### src/rtl/pk_gen_scheduler_if.sv
`default_nettype none
// +----------------------------------------------------------------------------+
// | pk_gen_scheduler_if                                                        |
// | Request/response bundle between the cipher front-ends and pk_gen_scheduler.|
// | Revision: 1.0                                                              |
// +----------------------------------------------------------------------------+
interface pk_gen_scheduler_if #(
  parameter int NUM_REQ = 4,
  parameter int ID_W    = $clog2(NUM_REQ)
);
  logic [NUM_REQ-1:0]   req;
  logic [8*NUM_REQ-1:0] sec_key;
  logic [NUM_REQ-1:0]   ack;
  logic                 rsp_valid;
  logic                 rsp_ready;
  logic [ID_W-1:0]      rsp_id;
  logic [7:0]           rsp_pub_key;
  logic                 rsp_err;
  logic                 busy;

  modport master (
    output req, sec_key, rsp_ready,
    input  ack, rsp_valid, rsp_id, rsp_pub_key, rsp_err, busy
  );

  modport slave (
    input  req, sec_key, rsp_ready,
    output ack, rsp_valid, rsp_id, rsp_pub_key, rsp_err, busy
  );
endinterface
`default_nettype wire

### src/rtl/pk_gen_scheduler.sv
`default_nettype none
// +----------------------------------------------------------------------------+
// | pk_gen_scheduler                                                           |
// | Round-robin sharing of one Pk = (Sk + Q) mod P datapath between NUM_REQ    |
// | requesters. Optional macro PKG_ERR_COUNT_EN adds a saturating error count. |
// | Revision: 1.0                                                              |
// +----------------------------------------------------------------------------+
module pk_gen_scheduler #(
  parameter int         NUM_REQ = 4,
  parameter int         ID_W    = $clog2(NUM_REQ),
  parameter logic [7:0] P_MOD   = 8'd227,
  parameter logic [7:0] Q_OFF   = 8'd225
) (
  input  logic       clk,
  input  logic       rst_n,
`ifdef PKG_ERR_COUNT_EN
  input  logic       err_count_clr,
  output logic [7:0] err_count,
`endif
  pk_gen_scheduler_if.slave bus
);

  typedef enum logic [1:0] {
    ST_IDLE = 2'd0,
    ST_CALC = 2'd1,
    ST_RESP = 2'd2
  } state_t;

  state_t             state_q, state_d;
  logic [ID_W-1:0]    ptr_q, ptr_d;
  logic [ID_W-1:0]    id_q, id_d;
  logic [7:0]         key_q, key_d;
  logic [NUM_REQ-1:0] ack_q, ack_d;
  logic [ID_W-1:0]    rsp_id_q, rsp_id_d;
  logic [7:0]         rsp_pk_q, rsp_pk_d;
  logic               rsp_err_q, rsp_err_d;

  logic               grant_found;
  logic [ID_W-1:0]    grant_id;
  logic [ID_W-1:0]    cand;
  int                 idx;
  logic               calc_err;
  logic [8:0]         calc_sum;
  logic [8:0]         calc_red;
  logic [7:0]         calc_pk;
  logic               rsp_hs;
  logic [7:0]         keys [NUM_REQ];

  generate
    for (genvar g = 0; g < NUM_REQ; g++) begin : g_key_unpack
      assign keys[g] = bus.sec_key[8*g +: 8];
    end
  endgenerate

  assign rsp_hs = (state_q == ST_RESP) && bus.rsp_ready;

  // Scan requesters starting at the pointer so the last winner goes to the back.
  always_comb begin
    grant_found = 1'b0;
    grant_id    = '0;
    cand        = '0;
    idx         = 0;
    for (int k = 0; k < NUM_REQ; k++) begin
      idx = int'(ptr_q) + k;
      if (idx >= NUM_REQ) idx = idx - NUM_REQ;
      cand = ID_W'(idx);
      if (!grant_found && bus.req[cand]) begin
        grant_found = 1'b1;
        grant_id    = cand;
      end
    end
  end

  // Sum of 227 is kept as-is, so valid keys map onto 1..227 rather than 0..226.
  always_comb begin
    calc_err = (key_q == 8'd0) || (key_q >= P_MOD);
    calc_sum = {1'b0, key_q} + {1'b0, Q_OFF};
    calc_red = calc_sum - {1'b0, P_MOD};
    if (calc_sum <= {1'b0, P_MOD}) calc_pk = calc_sum[7:0];
    else                           calc_pk = calc_red[7:0];
    if (calc_err) calc_pk = 8'h00;
  end

  always_comb begin
    state_d   = state_q;
    ptr_d     = ptr_q;
    id_d      = id_q;
    key_d     = key_q;
    ack_d     = '0;
    rsp_id_d  = rsp_id_q;
    rsp_pk_d  = rsp_pk_q;
    rsp_err_d = rsp_err_q;
    case (state_q)
      ST_IDLE: begin
        if (grant_found) begin
          id_d            = grant_id;
          key_d           = keys[grant_id];
          ack_d[grant_id] = 1'b1;
          state_d         = ST_CALC;
        end
      end
      ST_CALC: begin
        rsp_id_d  = id_q;
        rsp_pk_d  = calc_pk;
        rsp_err_d = calc_err;
        state_d   = ST_RESP;
      end
      ST_RESP: begin
        if (rsp_hs) begin
          ptr_d   = (id_q == ID_W'(NUM_REQ - 1)) ? '0 : id_q + 1'b1;
          state_d = ST_IDLE;
        end
      end
      default: state_d = ST_IDLE;
    endcase
  end

  always_ff @(posedge clk) begin
    if (rst_n) begin
      state_q   <= ST_IDLE;
      ptr_q     <= '0;
      id_q      <= '0;
      key_q     <= '0;
      ack_q     <= '0;
      rsp_id_q  <= '0;
      rsp_pk_q  <= 8'h00;
      rsp_err_q <= 1'b0;
    end else begin
      state_q   <= state_d;
      ptr_q     <= ptr_d;
      id_q      <= id_d;
      key_q     <= key_d;
      ack_q     <= ack_d;
      rsp_id_q  <= rsp_id_d;
      rsp_pk_q  <= rsp_pk_d;
      rsp_err_q <= rsp_err_d;
    end
  end

  assign bus.ack         = ack_q;
  assign bus.rsp_valid   = (state_q == ST_RESP);
  assign bus.busy        = (state_q != ST_IDLE);
  assign bus.rsp_id      = rsp_id_q;
  assign bus.rsp_pub_key = rsp_pk_q;
  assign bus.rsp_err     = rsp_err_q;

`ifdef PKG_ERR_COUNT_EN
  logic [7:0] err_count_q, err_count_d;

  // Clear takes priority over an increment in the same cycle.
  always_comb begin
    err_count_d = err_count_q;
    if (err_count_clr) begin
      err_count_d = 8'd0;
    end else if (rsp_hs && rsp_err_q && (err_count_q != 8'hFF)) begin
      err_count_d = err_count_q + 8'd1;
    end
  end

  always_ff @(posedge clk) begin
    if (rst_n) err_count_q <= 8'd0;
    else       err_count_q <= err_count_d;
  end

  assign err_count = err_count_q;
`endif

endmodule
`default_nettype wire

### src/flat_wrapper.sv
// flat-port wrapper written by rule: the top's interface ports become plain ports
module pk_gen_scheduler_flat 
#(
  parameter int         NUM_REQ = 4,
  parameter int         ID_W    = $clog2(NUM_REQ),
  parameter logic [7:0] P_MOD   = 8'd227,
  parameter logic [7:0] Q_OFF   = 8'd225
)
  (clk, rst_n, bus_req, bus_sec_key, bus_rsp_ready, bus_ack, bus_rsp_valid, bus_rsp_id, bus_rsp_pub_key, bus_rsp_err, bus_busy);
  pk_gen_scheduler_if #(.NUM_REQ(NUM_REQ), .ID_W(ID_W)) bus_i ();
  input  logic clk;
  input  logic rst_n;
  input wire logic [$bits(bus_i.req)-1:0] bus_req;
  input wire logic [$bits(bus_i.sec_key)-1:0] bus_sec_key;
  input wire logic [$bits(bus_i.rsp_ready)-1:0] bus_rsp_ready;
  output wire logic [$bits(bus_i.ack)-1:0] bus_ack;
  output wire logic [$bits(bus_i.rsp_valid)-1:0] bus_rsp_valid;
  output wire logic [$bits(bus_i.rsp_id)-1:0] bus_rsp_id;
  output wire logic [$bits(bus_i.rsp_pub_key)-1:0] bus_rsp_pub_key;
  output wire logic [$bits(bus_i.rsp_err)-1:0] bus_rsp_err;
  output wire logic [$bits(bus_i.busy)-1:0] bus_busy;
  assign bus_i.req = bus_req;
  assign bus_i.sec_key = bus_sec_key;
  assign bus_i.rsp_ready = bus_rsp_ready;
  assign bus_ack = bus_i.ack;
  assign bus_rsp_valid = bus_i.rsp_valid;
  assign bus_rsp_id = bus_i.rsp_id;
  assign bus_rsp_pub_key = bus_i.rsp_pub_key;
  assign bus_rsp_err = bus_i.rsp_err;
  assign bus_busy = bus_i.busy;
  pk_gen_scheduler #(.NUM_REQ(NUM_REQ), .ID_W(ID_W), .P_MOD(P_MOD), .Q_OFF(Q_OFF)) u_core (.clk(clk), .rst_n(rst_n), .bus(bus_i));
endmodule
### config.mk
export PLATFORM = sky130hd
export DESIGN_NAME = pk_gen_scheduler_flat
export DESIGN_NICKNAME = d
export VERILOG_FILES = /design/src/rtl/pk_gen_scheduler_if.sv /design/src/rtl/pk_gen_scheduler.sv /design/src/flat_wrapper.sv
export SDC_FILE = /design/constraint.sdc
export NUM_CORES = 1
export LEC_CHECK = 0
export ABC_AREA = 1
export BUFFER_PORTS_ARGS = -buffer_cell sky130_fd_sc_hd__buf_4
export CAP_MARGIN = 5
export CORE_ASPECT_RATIO = 1.5
export CORE_MARGIN = 8
export CORE_UTILIZATION = 50
export CTS_CLUSTER_DIAMETER = 150
export DETAILED_ROUTE_END_ITERATION = 7
export HOLD_SLACK_MARGIN = 0.12
export PLACE_DENSITY = 0.76
export SYNTH_ARGS = -nofsm -noshare
export SYNTH_HDL_FRONTEND = slang
export SYNTH_SLANG_ARGS = --single-unit
### constraint.sdc
create_clock -name clk -period 2.1 [get_ports clk]
set_input_delay 0.525 -clock clk [delete_from_list [all_inputs] [get_ports clk]]
set_output_delay 0.525 -clock clk [all_outputs]
set_load 0.01 [all_outputs]
# Word level (Yosys, flattened, before mapping)

Cells that the tools add are included.

Bitwise operators: 3
Add/sub/neg operators: 10
Equality and inequality tests: 5
Reduce and logical (&&, ||, !) cells: 16
Muxes and demuxes: 31
Order comparisons: 13

Operators with widths:

| kind                | count |
|---|---|
| $mux 8              | 4 |
| $mux 2              | 11 |
| $bmux 8 s2          | 1 |
| $lt 2x3->1 const B  | 5 |
| $ge 3x3->1 const B  | 4 |
| $add 8x8->9 const B | 1 |
| $le 9x8->1 const B  | 1 |
| $mux 1              | 9 |
| $bmux 1 s2          | 4 |
| $ge 8x8->1 const B  | 1 |
| $logic_not 8->1     | 1 |
| $sub 2x1->2 const B | 4 |
| $sub 8x8->8 const B | 1 |
| $add 2x2->3 const B | 2 |
| $pmux 2 s3          | 1 |
| $reduce_and 2->1    | 3 |
| $logic_and 1x1->1   | 5 |
| $eq 2x2->1 const B  | 2 |
| $ne 2x1->1 const B  | 2 |
| $add 2x1->3 const B | 1 |
| $ge 2x3->1 const B  | 1 |
| $logic_not 1->1     | 3 |
| $not 2->3           | 1 |
| $reduce_or 3->1     | 1 |
| 8 further kinds     | 9 |

Input bits: 39
Word-level logic and storage cells: 86
Bits in registers: 29

# Logic depth before layout (Yosys ltp)

Depth in word-level cells: 18
Mapped depth: 18

# Worst setup path before layout

OpenSTA, ideal clock, no wires.

Path kind: reg2reg
Start point: register u_core.key_q[0]
End point: register u_core.rsp_pk_q[4] (netlist: u_core.bus.rsp_pub_key[4])
Library setup time: 132 ps
Path slack: 269 ps
Arrival time: 1,698 ps
Buffers on the path: 1
Cell stages (with the launch flop): 11
Cell sequence: dfxtp_1 > ha_1 > xnor2_1 > nand3_1 > nor2_1 > nand2_2 > nand3_2 > nand2_2 > buf_6 > o211ai_1 > a21oi_1

Cells in the longest elaborated chain, start to end: 4
Elaborated cells between the ends (all ways): 8
Those cells by class: 2 x add/sub; 2 x order compare; 2 x mux; 2 x reduce/logical

Ends and longest elaborated chain:

| element                                   | line                                           | RTL |
|---|---|---|
| start, declared                           | pk_gen_scheduler.sv:32                         | `logic [7:0] key_q, key_d;` |
| start signal, assigned                    | pk_gen_scheduler.sv:132                        | `key_q <= key_d;` |
| $add 8x8->9                               | pk_gen_scheduler.sv:77                         | `calc_sum = {1'b0, key_q} + {1'b0, Q_OFF};` |
| $sub 8x8->8 or $le 9x8->1 (tied branches) | pk_gen_scheduler.sv:78, pk_gen_scheduler.sv:79 |  |
| $mux 8                                    | pk_gen_scheduler.sv:79                         | `if (calc_sum <= {1'b0, P_MOD}) calc_pk = calc_sum[7:0];` |
| $mux 8 (*)                                | pk_gen_scheduler.sv:81                         | `if (calc_err) calc_pk = 8'h00;` |
| end signal, assigned                      | pk_gen_scheduler.sv:135                        | `rsp_pk_q <= rsp_pk_d;` |
| end, declared                             | pk_gen_scheduler.sv:35                         | `logic [7:0] rsp_pk_q, rsp_pk_d;` |

Mark *: on every way between the ends. The rest lies on a longest branch, timed or not.
A chain may end at the register's enable or synchronous reset.

# Worst setup path after layout

Start point: register u_core.key_q[1]
End point: register u_core.rsp_pk_q[1] (netlist: u_core.bus.rsp_pub_key[1])

The elaborated chain is that of the path after synthesis.

==> results.json <==
{
  "drt-total-wl_um": 5070,
  "cts_inserted_buffers": 5,
  "hold_path.startpoint": "u_core.bus.rsp_pub_key[3]",
  "floorplan.io_pins": 56,
  "cellLeakagePower_nw": 1.37,
  "r2r_slack_ns": 0.20,
  "setup_ws_ns": 0.196,
  "clock_tree_from_tritoncts": "yes",
  "r2r_end": "u_core.bus.rsp_pub_key[1]",
  "post-layout-total-power_mw": 2.37,
  "synth_commonest_cells": "113 x sky130_fd_sc_hd__nand2_1, 37 x sky130_fd_sc_hd__inv_1, 33 x sky130_fd_sc_hd__nand3_1",
  "hold-path-cell-count": 2,
  "yosys_warnings": 0,
  "synth_area_leader_cell": "sky130_fd_sc_hd__dfxtp_1",
  "worst_setup_path_end_kind": "register",
  "synth.top_cells.by_area": "sky130_fd_sc_hd__dfxtp_1 29%, sky130_fd_sc_hd__nand2_1 21%, sky130_fd_sc_hd__nand3_1 8.3%",
  "final_min_period_over_clock_period_pct": 90.7,
  "via_count": 2179,
  "max-vdd-ir-drop_uv": 580,
  "path_clk_slew_ns": 0.07,
  "via_per_instance_ratio": 5.00,
  "synth_seq_area_share_pct": 29.2,
  "first_global_vias": 2076,
  "postSynthAreaPerCell_sq_um": 6.10,
  "async_sr_flop_fraction_pct": 0,
  "run_status": "complete, no violations",
  "postSynthNetCount": 369,
  "pwr_density_cell_nw_per_um2": 912,
  "crit_fanout": 11,
  "synth_seq_cells": 29,
  "critPathKind": "register to register",
  "fin_hold_ws_ns": 0.464,
  "gr-total-overflow": 0,
  "cts_buffer_depth": 2,
  "ctsHtreeMaxLevel": 2,
  "hold_viol": 0,
  "finalWorstPathRequiredPeriod_ns": 1.90,
  "syn-instance-count": 326,
  "worst-r2r-cell-count": 11,
  "die_h_um": 93.3,
  "post_route_cells_drive_above_1_share_pct": 24.6,
  "row_count": 28,
  "slew_headroom_pct": 72.7,
  "flow.area_growth_from_synthesis_pct": 30.7,
  "gpl_wtd_cong": 0.833,
  "r2r_start": "u_core.key_q[1]",
  "max_clock_freq_ghz": 0.525,
  "syn_area_sq_um": 1990,
  "die_area_sq_um": 6290,
  "count_leader_synth": "sky130_fd_sc_hd__nand2_1",
  "clock_skew_ns": 0.00940,
  "synth_enable_flop_cells": 0,
  "timing.critical_path.cells": "ha_1 > xnor2_1 > nand3_1 > nor2_2 > nand2_2 > nand3_2 > nand2_4 > nand2_1 > nand2_1 > nand3_1 > a21oi_1",
  "grt_max_degree": 19,
  "antenna_found_initial": 0,
  "cts_root_buffer": "sky130_fd_sc_hd__clkbuf_8",
  "grt_pass1_wl_um": 8670,
  "final-max-slew-violation-count": 0,
  "cap_violations": 0,
  "cp_slowest_stage_delay_ns": 0.42,
  "yosys.area.top_type_share_pct": 29.2,
  "final_nets": 434,
  "placeableCoreArea_sq_um": 3890,
  "required_ns": 2.27,
  "ys.flop_type": "sky130_fd_sc_hd__dfxtp_1",
  "critical-path-slowest-cell": "sky130_fd_sc_hd__dfxtp_1",
  "numClockSinks": 29,
  "ctsHoldBuffers": 0,
  "rsz0062_at_grt": "true",
  "setup.worst_path.start_class": "register",
  "worstHoldEndpoint": "u_core.bus.rsp_pub_key[3]",
  "clkLatencyLatePin_ns": 0.28,
  "post-route-drc-count": 0,
  "io_buffer_count": 55,
  "setup_viol_count_final": 0,
  "yosys.cell_types.count": 28,
  "timing.critical_path.arrival_ns": 2.08,
  "avgRoutedWirePerCell_um": 11.6,
  "drtPass1Iterations": 4,
  "placement.setup.worst_slack_ns": -0.0176,
  "antenna-diode-count": 0,
  "grt_usage_pct": 17.0,
  "die_width_um": 67.5,
  "number_of_violations_reported_at_the_end_of_detailed_routing_iteration_0": 84,
  "dpl.hpwl_um": 4030,
  "detail-route-antenna-nets": 0,
  "initial_utilization_pct": 51.2,
  "hold_path_class": "register to register",
  "worst_pin_slew_ns": 0.406
}
-- metal layers --
metal / vias to the layer above / share of wire, % / global-route usage, %
li1: 1165 / - / -
met1: 951 / 38 / 18.4
met2: 56 / 54 / 29.4
met3: 7 / 6.0 / 5.03
met4: 0 / 1.9 / 7.36
met5: - / 0 / 0
-- cell usage in the layout, fill, tap and decap left out, types with 3 or more instances in the layout --
cell | Yosys | routed
sky130_fd_sc_hd__nor2_2 | 2 | 3
sky130_fd_sc_hd__clkbuf_8 | 0 | 6
sky130_fd_sc_hd__a21oi_1 | 21 | 21
sky130_fd_sc_hd__nand2_2 | 7 | 5
sky130_fd_sc_hd__o21ai_0 | 8 | 7
sky130_fd_sc_hd__inv_1 | 37 | 35
sky130_fd_sc_hd__buf_4 | 1 | 65
sky130_fd_sc_hd__ha_1 | 4 | 4
sky130_fd_sc_hd__nand2_4 | 1 | 3
sky130_fd_sc_hd__inv_2 | 3 | 4
sky130_fd_sc_hd__dfxtp_1 | 29 | 28
sky130_fd_sc_hd__nor3_1 | 7 | 7
sky130_fd_sc_hd__nand4_1 | 5 | 5
sky130_fd_sc_hd__nand3_1 | 33 | 33
sky130_fd_sc_hd__nand2_1 | 113 | 113
sky130_fd_sc_hd__xor2_1 | 4 | 4
sky130_fd_sc_hd__nor2_1 | 26 | 25
sky130_fd_sc_hd__o21ai_1 | 4 | 5
sky130_fd_sc_hd__nand3_2 | 4 | 4
-- where the power goes --
part	switching (mW)	internal [mW]	total [mW]
registers	0.0786	0.653	0.732
clock network	0.202	0.259	0.461
logic	0.685	0.493	1.18
-- flip-flops by register name (all words and copies together), names as in the netlist --
| register | cells |
|---|---|
| u_core.bus.rsp_err | 1 |
| u_core.bus.rsp_pub_key | 8 |
| u_core.id_q | 2 |
| u_core.state_q | 2 |
| u_core.key_q | 8 |
| u_core.bus.ack | 4 |
| u_core.ptr_q | 2 |
| u_core.bus.rsp_id | 2 |
-- worst max-delay path, delay by kind of cell, from the launching register on --
| family | cells | cell delay (ns) |
|---|---|---|
| XOR/XNOR | 1 | 0.16 |
| adder cells (fa/ha/maj) | 1 | 0.27 |
| flip-flops | 1 | 0.42 |
| AO/OA/AOI/OAI | 1 | 0.07 |
| AND/OR/NAND/NOR | 8 | 0.87 |
-- repair_timing --
action                     in CTS  in global routing
gates resized for setup         0                  7
buffers inserted                0                  1
setup endpoints to repair       0                 20
hold endpoints to repair        0                  0
-- metrics by stage --
stage / util (%) / cell area [sq um] / TNS (ns) / cells
5_1_grt: 66.9 / 2600 / -0.00707 / 436
3_5_place_dp: 63.7 / 2480 / -0.0440 / 428
4_1_cts: 65.9 / 2560 / 0 / 435
3_3_place_gp: 63.7 / 2480 / 0 / 428
6_report: 66.9 / 2600 / 0 / 436
2_1_floorplan: - / 1990 / 0 / 326
-- layout make-up --
cell class	instances	area [sq um]
inverters	41	160
fillers	378	1290
well taps	45	56.3
repair buffers	66	508
clock buffers	7	86.3
multi-input cells	248	1210
flip-flops and latches	29	582
-- worst max path at each step --
stage                               start                         to  slack [ns]  cells past startpoint
after floorplan           u_core.key_q[0]  u_core.bus.rsp_pub_key[4]        0.27                     10
after global placement         bus_req[1]            u_core.key_q[0]        0.05                     13
after detailed placement       bus_req[1]            u_core.key_q[1]       -0.02                     13
after CTS                 u_core.ptr_q[0]            u_core.key_q[3]        0.03                     13
after global routing      u_core.key_q[1]  u_core.bus.rsp_pub_key[1]      -0.007                     12
final                     u_core.key_q[1]  u_core.bus.rsp_pub_key[1]        0.20                     11
-- logic make-up after synthesis --
logic type / share of synthesized area, %
buffers and inverters: 10.8
AO/OA/AOI/OAI: 9.06
adder cells (fa/ha/maj): 2.52
AND/OR/NAND/NOR: 45.8
flip-flops: 29.2
XOR/XNOR: 2.64
Power figures use the tool's default switching activity.
